## src/rtl/if_fetch_ctrl_if.sv

```systemverilog
// Instruction-fetch controller port bundle: loader handshake, hazard/redirect inputs,
// instruction-memory port and the IF/ID outputs.
// master = the fetch controller, slave = its environment (loader, hazard unit, imem, IF/ID).
interface if_fetch_ctrl_if #(
  parameter int unsigned AW = 12
);
  logic          load_valid;
  logic [31:0]   load_data;
  logic          load_done;
  logic          load_ready;
  logic          stall;
  logic          branch_taken;
  logic [AW-1:0] branch_target;
  logic [AW-1:0] imem_addr;
  logic          imem_we;
  logic [31:0]   imem_wdata;
  logic [31:0]   imem_rdata;
  logic [31:0]   IR;
  logic [AW-1:0] NPC;
  logic          if_valid;
  logic [10:0]   load_count;

  modport master (
    input  load_valid, load_data, load_done, stall, branch_taken, branch_target, imem_rdata,
    output load_ready, imem_addr, imem_we, imem_wdata, IR, NPC, if_valid, load_count
  );

  modport slave (
    output load_valid, load_data, load_done, stall, branch_taken, branch_target, imem_rdata,
    input  load_ready, imem_addr, imem_we, imem_wdata, IR, NPC, if_valid, load_count
  );
endinterface

```

## src/rtl/if_fetch_ctrl.sv

```systemverilog
// Instruction-fetch sequencer: boot loader for the instruction memory, then PC/IR/NPC
// generation for IF/ID with stall, branch redirect and post-redirect bubbles.
module if_fetch_ctrl #(
  parameter int unsigned   AW             = 12,
  parameter int unsigned   IMEM_WORDS     = 1024,
  parameter logic [AW-1:0] BOOT_PC        = '0,
  parameter logic [31:0]   NOP_INSTR      = 32'h0,
  parameter int unsigned   BRANCH_BUBBLES = 1
) (
  input  logic           clk,
  input  logic           rst,
  if_fetch_ctrl_if.master bus
);

  localparam int unsigned BW = (BRANCH_BUBBLES > 1) ? $clog2(BRANCH_BUBBLES) : 1;
  localparam logic [BW-1:0] BubbleInit = BW'(BRANCH_BUBBLES - 1);
  localparam logic          MultiBubble = (BRANCH_BUBBLES > 1);

  typedef enum logic [1:0] {StBoot, StRun, StFlush} state_e;

  state_e        state_q, state_d;
  logic [AW-1:0] pc_q, pc_d;
  logic [AW-1:0] load_ptr_q, load_ptr_d;
  logic [10:0]   load_count_q, load_count_d;
  logic [31:0]   ir_q, ir_d;
  logic [AW-1:0] npc_q, npc_d;
  logic          valid_q, valid_d;
  logic [BW-1:0] bubble_q, bubble_d;

  logic          load_ready;
  logic          imem_we;
  logic [AW-1:0] imem_addr;
  logic          count_ok;
  logic [AW-1:0] redirect_pc;

  assign count_ok    = 32'(load_count_q) < IMEM_WORDS;
  // Redirect targets are forced word aligned.
  assign redirect_pc = {bus.branch_target[AW-1:2], 2'b00};

  // Next-state, loader handshake and memory-port steering.
  always_comb begin
    state_d      = state_q;
    pc_d         = pc_q;
    load_ptr_d   = load_ptr_q;
    load_count_d = load_count_q;
    ir_d         = ir_q;
    npc_d        = npc_q;
    valid_d      = valid_q;
    bubble_d     = bubble_q;
    load_ready   = 1'b0;
    imem_we      = 1'b0;
    imem_addr    = pc_q;

    unique case (state_q)
      StBoot: begin
        load_ready = count_ok;
        imem_addr  = load_ptr_q;
        imem_we    = bus.load_valid & count_ok;
        if (imem_we) begin
          load_ptr_d   = load_ptr_q + AW'(4);
          load_count_d = load_count_q + 11'd1;
        end
        if (bus.load_done) begin
          state_d = StRun;
        end
      end
      StRun, StFlush: begin
        if (bus.branch_taken) begin
          pc_d     = redirect_pc;
          ir_d     = NOP_INSTR;
          valid_d  = 1'b0;
          bubble_d = BubbleInit;
          state_d  = MultiBubble ? StFlush : StRun;
        end else if (state_q == StFlush) begin
          // Stall has no effect while bubbles drain.
          ir_d    = NOP_INSTR;
          valid_d = 1'b0;
          if (bubble_q <= BW'(1)) begin
            bubble_d = '0;
            state_d  = StRun;
          end else begin
            bubble_d = bubble_q - BW'(1);
          end
        end else if (!bus.stall) begin
          ir_d    = bus.imem_rdata;
          npc_d   = pc_q + AW'(4);
          valid_d = 1'b1;
          pc_d    = pc_q + AW'(4);
        end
      end
      default: state_d = StBoot;
    endcase
  end

  // State registers with asynchronous reset; memory contents are untouched by reset.
  always_ff @(posedge clk or posedge rst) begin
    if (rst) begin
      state_q      <= StBoot;
      pc_q         <= BOOT_PC;
      load_ptr_q   <= '0;
      load_count_q <= '0;
      ir_q         <= NOP_INSTR;
      npc_q        <= '0;
      valid_q      <= 1'b0;
      bubble_q     <= '0;
    end else begin
      state_q      <= state_d;
      pc_q         <= pc_d;
      load_ptr_q   <= load_ptr_d;
      load_count_q <= load_count_d;
      ir_q         <= ir_d;
      npc_q        <= npc_d;
      valid_q      <= valid_d;
      bubble_q     <= bubble_d;
    end
  end

  assign bus.load_ready = load_ready;
  assign bus.imem_we    = imem_we;
  assign bus.imem_addr  = imem_addr;
  assign bus.imem_wdata = bus.load_data;
  assign bus.IR         = ir_q;
  assign bus.NPC        = npc_q;
  assign bus.if_valid   = valid_q;
  assign bus.load_count = load_count_q;

endmodule
```

## src/flat_wrapper.sv

```systemverilog
// flat-port wrapper written by rule: the top's interface ports become plain ports
module if_fetch_ctrl_flat 
#(
  parameter int unsigned   AW             = 12,
  parameter int unsigned   IMEM_WORDS     = 1024,
  parameter logic [AW-1:0] BOOT_PC        = '0,
  parameter logic [31:0]   NOP_INSTR      = 32'h0,
  parameter int unsigned   BRANCH_BUBBLES = 1
)
  (clk, rst, bus_load_valid, bus_load_data, bus_load_done, bus_stall, bus_branch_taken, bus_branch_target, bus_imem_rdata, bus_load_ready, bus_imem_addr, bus_imem_we, bus_imem_wdata, bus_IR, bus_NPC, bus_if_valid, bus_load_count);
  if_fetch_ctrl_if #(.AW(AW)) bus_i ();
  input  logic clk;
  input  logic rst;
  input wire logic [$bits(bus_i.load_valid)-1:0] bus_load_valid;
  input wire logic [$bits(bus_i.load_data)-1:0] bus_load_data;
  input wire logic [$bits(bus_i.load_done)-1:0] bus_load_done;
  input wire logic [$bits(bus_i.stall)-1:0] bus_stall;
  input wire logic [$bits(bus_i.branch_taken)-1:0] bus_branch_taken;
  input wire logic [$bits(bus_i.branch_target)-1:0] bus_branch_target;
  input wire logic [$bits(bus_i.imem_rdata)-1:0] bus_imem_rdata;
  output wire logic [$bits(bus_i.load_ready)-1:0] bus_load_ready;
  output wire logic [$bits(bus_i.imem_addr)-1:0] bus_imem_addr;
  output wire logic [$bits(bus_i.imem_we)-1:0] bus_imem_we;
  output wire logic [$bits(bus_i.imem_wdata)-1:0] bus_imem_wdata;
  output wire logic [$bits(bus_i.IR)-1:0] bus_IR;
  output wire logic [$bits(bus_i.NPC)-1:0] bus_NPC;
  output wire logic [$bits(bus_i.if_valid)-1:0] bus_if_valid;
  output wire logic [$bits(bus_i.load_count)-1:0] bus_load_count;
  assign bus_i.load_valid = bus_load_valid;
  assign bus_i.load_data = bus_load_data;
  assign bus_i.load_done = bus_load_done;
  assign bus_i.stall = bus_stall;
  assign bus_i.branch_taken = bus_branch_taken;
  assign bus_i.branch_target = bus_branch_target;
  assign bus_i.imem_rdata = bus_imem_rdata;
  assign bus_load_ready = bus_i.load_ready;
  assign bus_imem_addr = bus_i.imem_addr;
  assign bus_imem_we = bus_i.imem_we;
  assign bus_imem_wdata = bus_i.imem_wdata;
  assign bus_IR = bus_i.IR;
  assign bus_NPC = bus_i.NPC;
  assign bus_if_valid = bus_i.if_valid;
  assign bus_load_count = bus_i.load_count;
  if_fetch_ctrl #(.AW(AW), .IMEM_WORDS(IMEM_WORDS), .BOOT_PC(BOOT_PC), .NOP_INSTR(NOP_INSTR), .BRANCH_BUBBLES(BRANCH_BUBBLES)) u_core (.clk(clk), .rst(rst), .bus(bus_i));
endmodule
```

## config.mk

```make
export PLATFORM = sky130hd
export DESIGN_NAME = if_fetch_ctrl_flat
export DESIGN_NICKNAME = d
export VERILOG_FILES = /design/src/rtl/if_fetch_ctrl_if.sv /design/src/rtl/if_fetch_ctrl.sv /design/src/flat_wrapper.sv
export SDC_FILE = /design/constraint.sdc
export NUM_CORES = 1
export LEC_CHECK = 0
export BUFFER_PORTS_ARGS = -buffer_cell sky130_fd_sc_hd__buf_2
export CORE_MARGIN = 4
export CORE_UTILIZATION = 45
export DETAILED_ROUTE_END_ITERATION = 8
export PLACE_DENSITY = 0.89
export SLEW_MARGIN = 5
export SYNTH_ARGS = -nofsm -noshare
export SYNTH_HDL_FRONTEND = slang
export SYNTH_SLANG_ARGS = --single-unit
```

## constraint.sdc

```tcl
create_clock -name clk -period 2.7 [get_ports clk]
set_input_delay 0.54 -clock clk [delete_from_list [all_inputs] [get_ports clk]]
set_output_delay 0.54 -clock clk [all_outputs]
set_load 0.02 [all_outputs]
```

Word level (Yosys, flattened, before mapping)
Cells that the tools add are included.
- add/subtract/negate cells: 4
- multiply operators: 0
- divide/modulo/power cells: 0
- order comparisons: 2
- equal/unequal tests: 8
- shift operators: 0
- multiplexer cells: 20
- bitwise operators: 4
- reductions and logical operators: 9
- operators with widths (cell ; number):
    two-way mux 32 bit ; 3
    two-way mux 12 bit ; 4
    adder 12 x 3 -> 12 bit, second input constant ; 2
    adder 11 x 1 -> 11 bit, second input constant ; 1
    less-than comparator 11 bit, second input constant ; 1
    two-way mux 1 bit ; 8
    two-way mux 2 bit ; 4
    inequality test 3 x 2 -> 1 bit, second input constant ; 2
    AND reduction 2 bit ; 3
    AND reduction 3 bit ; 2
    inequality test 2 bit, second input constant ; 2
    case mux 2 bit (2 select lines) ; 1
    AND reduction 4 bit ; 1
    inequality test 3 x 1 -> 1 bit, second input constant ; 1
    inverter 1 bit ; 3
    == test 2 x 1 -> 1 bit, second input constant ; 1
    == test 2 bit, second input constant ; 1
    zero test 2 bit ; 1
    inequality test 2 x 1 -> 1 bit, second input constant ; 1
    nonzero test 2 bit ; 1
    OR reduction 2 bit ; 1
    AND 1 bit ; 1
    less-or-equal comparator 1 bit, second input constant ; 1
    subtractor 1 bit, second input constant ; 1
- bits in registers: 83
- latch bits: 0
- bits in writable memories: 0
- memory bits (read-only): 0
- input port bits: 82
- output and inout bits: 102
- memories: 0

Longest topological paths before layout
Gate-level depths: netlist (run 1).
- depth in word-level cells: 5
- gate-level depth with buffers: 7
- depth with buffers taken out: 5

Worst setup path before layout (run 1)
No wires, ideal clock.
- path type: register to output
- from: register u_core.state_q[0]
- to: output port bus_imem_addr[11]
- arrival time: 1182 ps
- path slack: 978 ps
- stages on the path, launching flop included: 4
- path through: dfrtp_1 -> buf_6 -> clkbuf_1 -> mux2_2
- word-level cells in the longest chain between the ends: 2
- ends and longest elaborated chain (what ; RTL line ; source):
    from (decl) ; if_fetch_ctrl.sv:21 ; state_e state_q, state_d;
    from (signal assigned) ; if_fetch_ctrl.sv:98 ; state_q <= StBoot;
    from (signal assigned) ; if_fetch_ctrl.sv:107 ; state_q <= state_d;
    zero test 2 bit ; if_fetch_ctrl.sv:54 ; unique case (state_q)
    two-way mux 12 bit ; if_fetch_ctrl.sv:54 ;
    to (decl) ; flat_wrapper.sv:22 ; output wire logic [$bits(bus_i.imem_addr)-1:0] bus_imem_addr;
No other way between the ends.

Worst setup path in the final report (run 1)
- from: register u_core.state_q[0]
- to: output port bus_imem_we
- word-level cells in the longest chain between the ends: 2
- ends and longest elaborated chain (what ; RTL line ; source):
    zero test 2 bit ; if_fetch_ctrl.sv:54 ;
    two-way mux 1 bit ; if_fetch_ctrl.sv:54 ;
    to (decl) ; flat_wrapper.sv:23 ; output wire logic [$bits(bus_i.imem_we)-1:0] bus_imem_we;
No other way between the ends.

==> results of run 1 <==
## area by class of cell
class / count / area (um2) / area share (%)
clock buffer: 10 / 137.6 / 3.302
timing repair buffer: 119 / 623.1 / 14.95
clock inverter: 6 / 72.57 / 1.741
multi-input combinational: 192 / 1303 / 31.25
sequential: 75 / 1877 / 45.03
tap: 102 / 127.6 / 3.062
inverter: 6 / 27.53 / 0.6605
## worst max path at each step
stage / start / to / slack [ns] / cells after the start
floorplan: rst / u_core.bus.IR[0] / 0.25 / 1
global placement: bus_branch_taken / u_core.bus.NPC[8] / 0.55 / 6
detailed placement: bus_branch_taken / u_core.bus.NPC[8] / 0.50 / 6
CTS: u_core.state_q[0] / bus_imem_we / 0.52 / 3
global route: u_core.state_q[0] / bus_imem_we / 0.45 / 3
finish: u_core.state_q[0] / bus_imem_we / 0.55 / 3
## metrics by stage
step                      worst slack [ns]  area [um2]  power (uW)  hold slack, ns
after floorplan                     0.2500        3553        1670          0.4410
after global placement              0.5486        3958        1766          0.4567
after detailed placement            0.4980        3958        1781          0.4623
after CTS                           0.5176        4168        2692          0.2951
after global routing                0.4489        4168        2800          0.3232
final                               0.5526        4168        2652          0.2919
## state kept, by name, indices dropped and copies added (netlist names)
| signal | cells |
|---|---|
| u_core.bus.NPC | 10 |
| u_core.bus.load_count | 11 |
| u_core.load_ptr_q | 10 |
| u_core.state_q | 1 |
| u_core.bus.if_valid | 1 |
| u_core.pc_q | 10 |
| u_core.bus.IR | 32 |
## cells in the final DEF, fill, tap and decap left out, types with 2 or more instances in the layout
cell      instances
buf_2           113
dfrtp_1          75
nand2_1          32
a22o_1           32
xnor2_1          19
o21ai_0          14
nor2_1           13
nand3_1          12
mux2_2           11
clkbuf_8         10
nand4_1           9
a21oi_1           8
and3_1            7
xor2_1            5
buf_4             5
clkinv_4          4
inv_1             4
conb_1            4
ha_1              3
o211ai_1          2
a22oi_1           2
nor3_1            2
o311ai_0          2
or3_1             2
## metal layers
layer / wire length, um / up-vias / share of wire [%]
met1: 3396 / 1259 / 42
li1: - / 1266 / -
met5: 0 / - / 0
met2: 3776 / 118 / 47
met4: 137 / 0 / 1.7
met3: 765 / 20 / 9.5
## kinds of logic (layout without fill, tap and decap cells)
group	count (synthesis)	count (layout)
xor+xnor	24	24
flops	75	75
other cells	1	4
compound gates	67	67
buf+inv	61	141
fa+ha+maj	3	3
mux	12	12
simple gates	82	82
## critical path, delay by kind of cell, from the launching register on
kind	cells	cell delay (ns)
buf+inv	2	0.33
simple gates	1	0.53
flops	1	0.41
## power by group
| part | switching [uW] | internal (uW) | total (uW) |
|---|---|---|---|
| combinational | 282 | 180 | 462 |
| clock | 438 | 460 | 898 |
| sequential | 81.6 | 1210 | 1290 |
==> out/metrics.cfg, run 1 <==
[drt]
via_per_inst=5.222
remaining_drc_errors=0
avgRoutedWirePerCell_um=15.83
totalWireLength_um=8075
vias=2663
dr.pass1.iters=4
drt.antenna.violating_nets=0
drt-initial-drc-count=129

[critical_path]
arrival_ns=1.61
cpPeakStageDelay_ns=0.53
cp-end-kind=output port
ff2ff_setup_slack_ns=0.77
cp_slowest_cell=or3b_1
ff2ff_path_depth=5
critPathKind=flop to output port
r2r-start=u_core.state_q[0]
crit_fanout=10
cp-start-kind=flop
required_ns=2.16
worstPathCellList=or3b_1, clkinv_4, buf_2
r2r_end=u_core.bus.NPC[11]

[sta]
final-hold-violation-count=0
rsz0062_at_grt=no
relSlewSlack_pct=52.75
setup_viol=0
timing.fmax_mhz=465.7
final.min_clock_period_ns=2.147
finalClockSkew_ns=0.01175
timing.final.crit_share_pct=79.53
slew_viol_final=0
tightest_slew_ns=0.7077
timing.setup.tns_ns=0

[logic_synthesis]
synth-adder-area-share_pct=1.060
synth.area.mux_share_pct=3.780
syn_area_mm2=0.003542
synth_ff_type=dfrtp_1
synth-simple-area-share_pct=11.41
synth_edf_count=0
ys_ff_latch=75
synth_top_family_by_area=compound AO/OA/AOI/OAI gates
ys_seq_area_share_pct=52.98
synth_area_leaders=dfrtp_1 53%, a22o_1 7.9%, buf_4 7.6%
ys_warn_count=0
synth_top_area_share_pct=52.98
async_reset_ff_share_pct=100.0
synth_commonest_cells=75 x dfrtp_1, 36 x buf_4, 32 x a22o_1, 32 x nand2_1, 19 x xnor2_1
yosys.area.top_type=dfrtp_1
syn_area_per_cell_um2=10.90
synth_cell_types=38
yosysMostFrequentCell=dfrtp_1
synth_compound_area_share_pct=13.85
synthCells=325
synth_xor_area_share_pct=5.934

[global_routing]
top_usage_layer=met2
grt_util_met1_pct=22.46
antenna_found_initial=0
grt_util_met2_pct=27.23
met3_usage_pct=6.994
grt_pass1_vias=2643
overflow=0
grt_max_degree=32
grt_usage_pct=17.55
grt_first_pass_wirelength_um=13380

[power_and_ir_drop]
ir_worst_vdd_mv=0.3063
power_density_mw_per_mm2=636.4
power.leakage_uw=0.002135

[place]
place_congestion=0.8272
io_buffers=113
dp.cells=494
dp_hpwl_um=5975

[floorplanning]
die_w_um=96.72
die_area_mm2=0.009355
coreArea_mm2=0.007687
ios=184
placementRows=32
start_util_pct=46.08
die_y_um=96.72

[flow_run]
drv_cap=0

[hold_path]
hp-class=input pin to asynchronous set/reset pin

[clock_network]
holdBufCountCts=0
clk_pin_slew_ns=0.09
cts_made_buffers=9
cts_tree=done
htreeDepth=3
cts-root-buf=clkbuf_8
clock_sinks=75
clk_latency_ns=0.35
ctsResizeCount=0
clk_path_buf_depth=2
post-cts-setup-buffers=0

[layout]
diodes=0
fillers=701
final_util_pct=54.22
drive_above_1_share_pct=37.25
layoutNonFillerInstCount=510
synthToLayoutAreaGrowth_pct=17.66
finalNetCount=488

[run_status]
status=complete, no violations

Power figures use the tool's default switching activity.
==> run 2, diff against run 1 <==
==> constraint.sdc (replaced) <==
create_clock -name clk -period 2.1 [get_ports clk]
set_input_delay 0.42 -clock clk [delete_from_list [all_inputs] [get_ports clk]]
set_output_delay 0.42 -clock clk [all_outputs]
set_load 0.02 [all_outputs]
==> run 2 against run 1 <==
Net effect:
- utilization rose by 0.33 points
- combinational power grew 29%
- cell area grew 0.60%
- clock skew fell by 0.0066 ns
- worst setup slack worse by 0.45 ns
- sequential share of layout area decreased by 0.27 points
- critical path type unchanged
- highest routed layer unchanged
==> out/metrics.cfg, run 2 (same netlist as run 1, synthesis figures left out) <==
[critical_path]
required_ns=1.68
cp-start-kind=flop
crit_fanout=10
cpPeakStageDelay_ns=0.50
crit_buf_inv=2
cp-end-kind=output port
critPathKind=flop to output port
cp_slowest_cell=or3b_1
cp_top_family=simple AND/OR/NAND/NOR gates
worstPathCellList=or3b_1, clkinv_4, buf_2
arrival_ns=1.58

[floorplanning]
start_util_pct=46.08
die_y_um=96.72
coreArea_mm2=0.007687
placementRows=32
ios=184
die_w_um=96.72
die_area_mm2=0.009355

[sta]
final-hold-violation-count=0
fin_ws_ns=0.1015
slew_viol_final=0
tightest_slew_ns=0.5840
rsz0062_at_grt=no
finalClockSkew_ns=0.005192
timing.final.crit_share_pct=95.17
timing.fmax_mhz=500.4
setup_viol=0
final.min_clock_period_ns=1.998
timing.setup.tns_ns=0
relSlewSlack_pct=60.99

[power_and_ir_drop]
internal-power_uw=2497
switchingPower_uw=972.3
finalPower_uw=3469
seq_power_share_pct=47.9
power_density_mw_per_mm2=827.4
pwr-share-comb_pct=17.2
power.leakage_uw=0.002146
ir_worst_vdd_mv=0.3062
p_clk_share_pct=34.8
swShare_pct=28.03

[drt]
dr.pass1.iters=4
via_per_inst=5.245
totalWireLength_um=7912
drt.antenna.violating_nets=0
remaining_drc_errors=0
drt-initial-drc-count=153
vias=2680
avgRoutedWirePerCell_um=15.48

[place]
io_buffers=113
pre_cts_ws_ns=0.3386
place_congestion=0.7830
dp_hpwl_um=5838
dp.cells=495

[clock_network]
clock_sinks=75
clk_path_buf_depth=2
post-cts-setup-buffers=0
ctsResizeCount=0
clk_latency_ns=0.34
cts_made_buffers=9
cts_tree=done
htreeDepth=3
holdBufCountCts=0
cts-root-buf=clkbuf_8
clk_pin_slew_ns=0.07

[global_routing]
grt_pass1_vias=2693
grt_usage_pct=17.71
antenna_found_initial=0
grt_max_degree=50
overflow=0
grt_first_pass_wirelength_um=13550

[layout]
fillers=687
finalNetCount=489
largest_reg_flops=32
diodes=0
layout_commonest_cell=buf_2
drive_above_1_share_pct=36.92
synthToLayoutAreaGrowth_pct=18.37
layoutNonFillerInstCount=511
layout_common_cells=113 x buf_2, 75 x dfrtp_1, 32 x nand2_1, 32 x a22o_1, 19 x xnor2_1

[run_status]
status=complete, no violations

[hold_path]
hp-class=input pin to asynchronous set/reset pin

[flow_run]
drv_cap=0

==> run 2: power by group through the flow <==
stage	logic, uW	registers (uW)	clock network (uW)
final	598	1660	1210
after global routing	660	1680	1320
after CTS	609	1660	1250
after detailed placement	607	1690	0
after global placement	591	1680	0
after floorplan	385	1760	0
==> run 2: per-layer routing <==
layer  vias up  global-route usage [%]  part of all wire, %
met5         -                       0                    0
met4         0                   4.968                  1.2
met3        13                   7.426                  9.4
met2       116                   27.23                   46
met1      1285                   23.04                   43
li1       1266                       -                    -
==> run 2: layout make-up <==
| type | instances | area [um2] | share of cell area [%] |
|---|---|---|---|
| clock buffer | 12 | 145.1 | 3.462 |
| clock inverter | 4 | 73.82 | 1.761 |
| inverter | 6 | 31.28 | 0.7460 |
| multi-input combinational | 192 | 1295 | 30.89 |
| sequential | 75 | 1877 | 44.76 |
| tap | 102 | 127.6 | 3.044 |
| timing repair buffer | 120 | 643.1 | 15.34 |
==> run 2: path summary, 6_finish.rpt <==
| kind | from | to | slack, ns | cells past startpoint |
|---|---|---|---|---|
| max in group asynchronous | rst | u_core.bus.if_valid | 1.33 | 3 |
| min in group clk | bus_load_done | u_core.state_q[0] | 0.27 | 2 |
| worst max register to register | u_core.pc_q[4] | u_core.pc_q[11] | 0.36 | 4 |
| worst max-delay path | u_core.bus.load_count[10] | bus_imem_we | 0.10 | 3 |
| worst min register to register | u_core.bus.NPC[9] | u_core.bus.NPC[9] | 0.48 | 2 |
| worst min-delay path | rst | u_core.bus.IR[16] | 0.14 | 2 |
==> run 2: per-stage QoR <==
stage	hold WS, ns	utilization, %	instance area, um2
3_5_place_dp	0.4671	51.69	3974
6_report	0.1353	54.54	4193
3_3_place_gp	0.4564	51.69	3974
5_1_grt	0.1677	54.54	4193
2_1_floorplan	0.4410	-	3557
4_1_cts	0.1439	54.54	4193
==> run 2: worst register-to-register path, cell delays in order, from the launching register on <==
cell and delay [ns]:
dfrtp_1 0.47, nand3_1 0.20, nor4_1 0.55, a211oi_1 0.15, a311oi_1 0.26
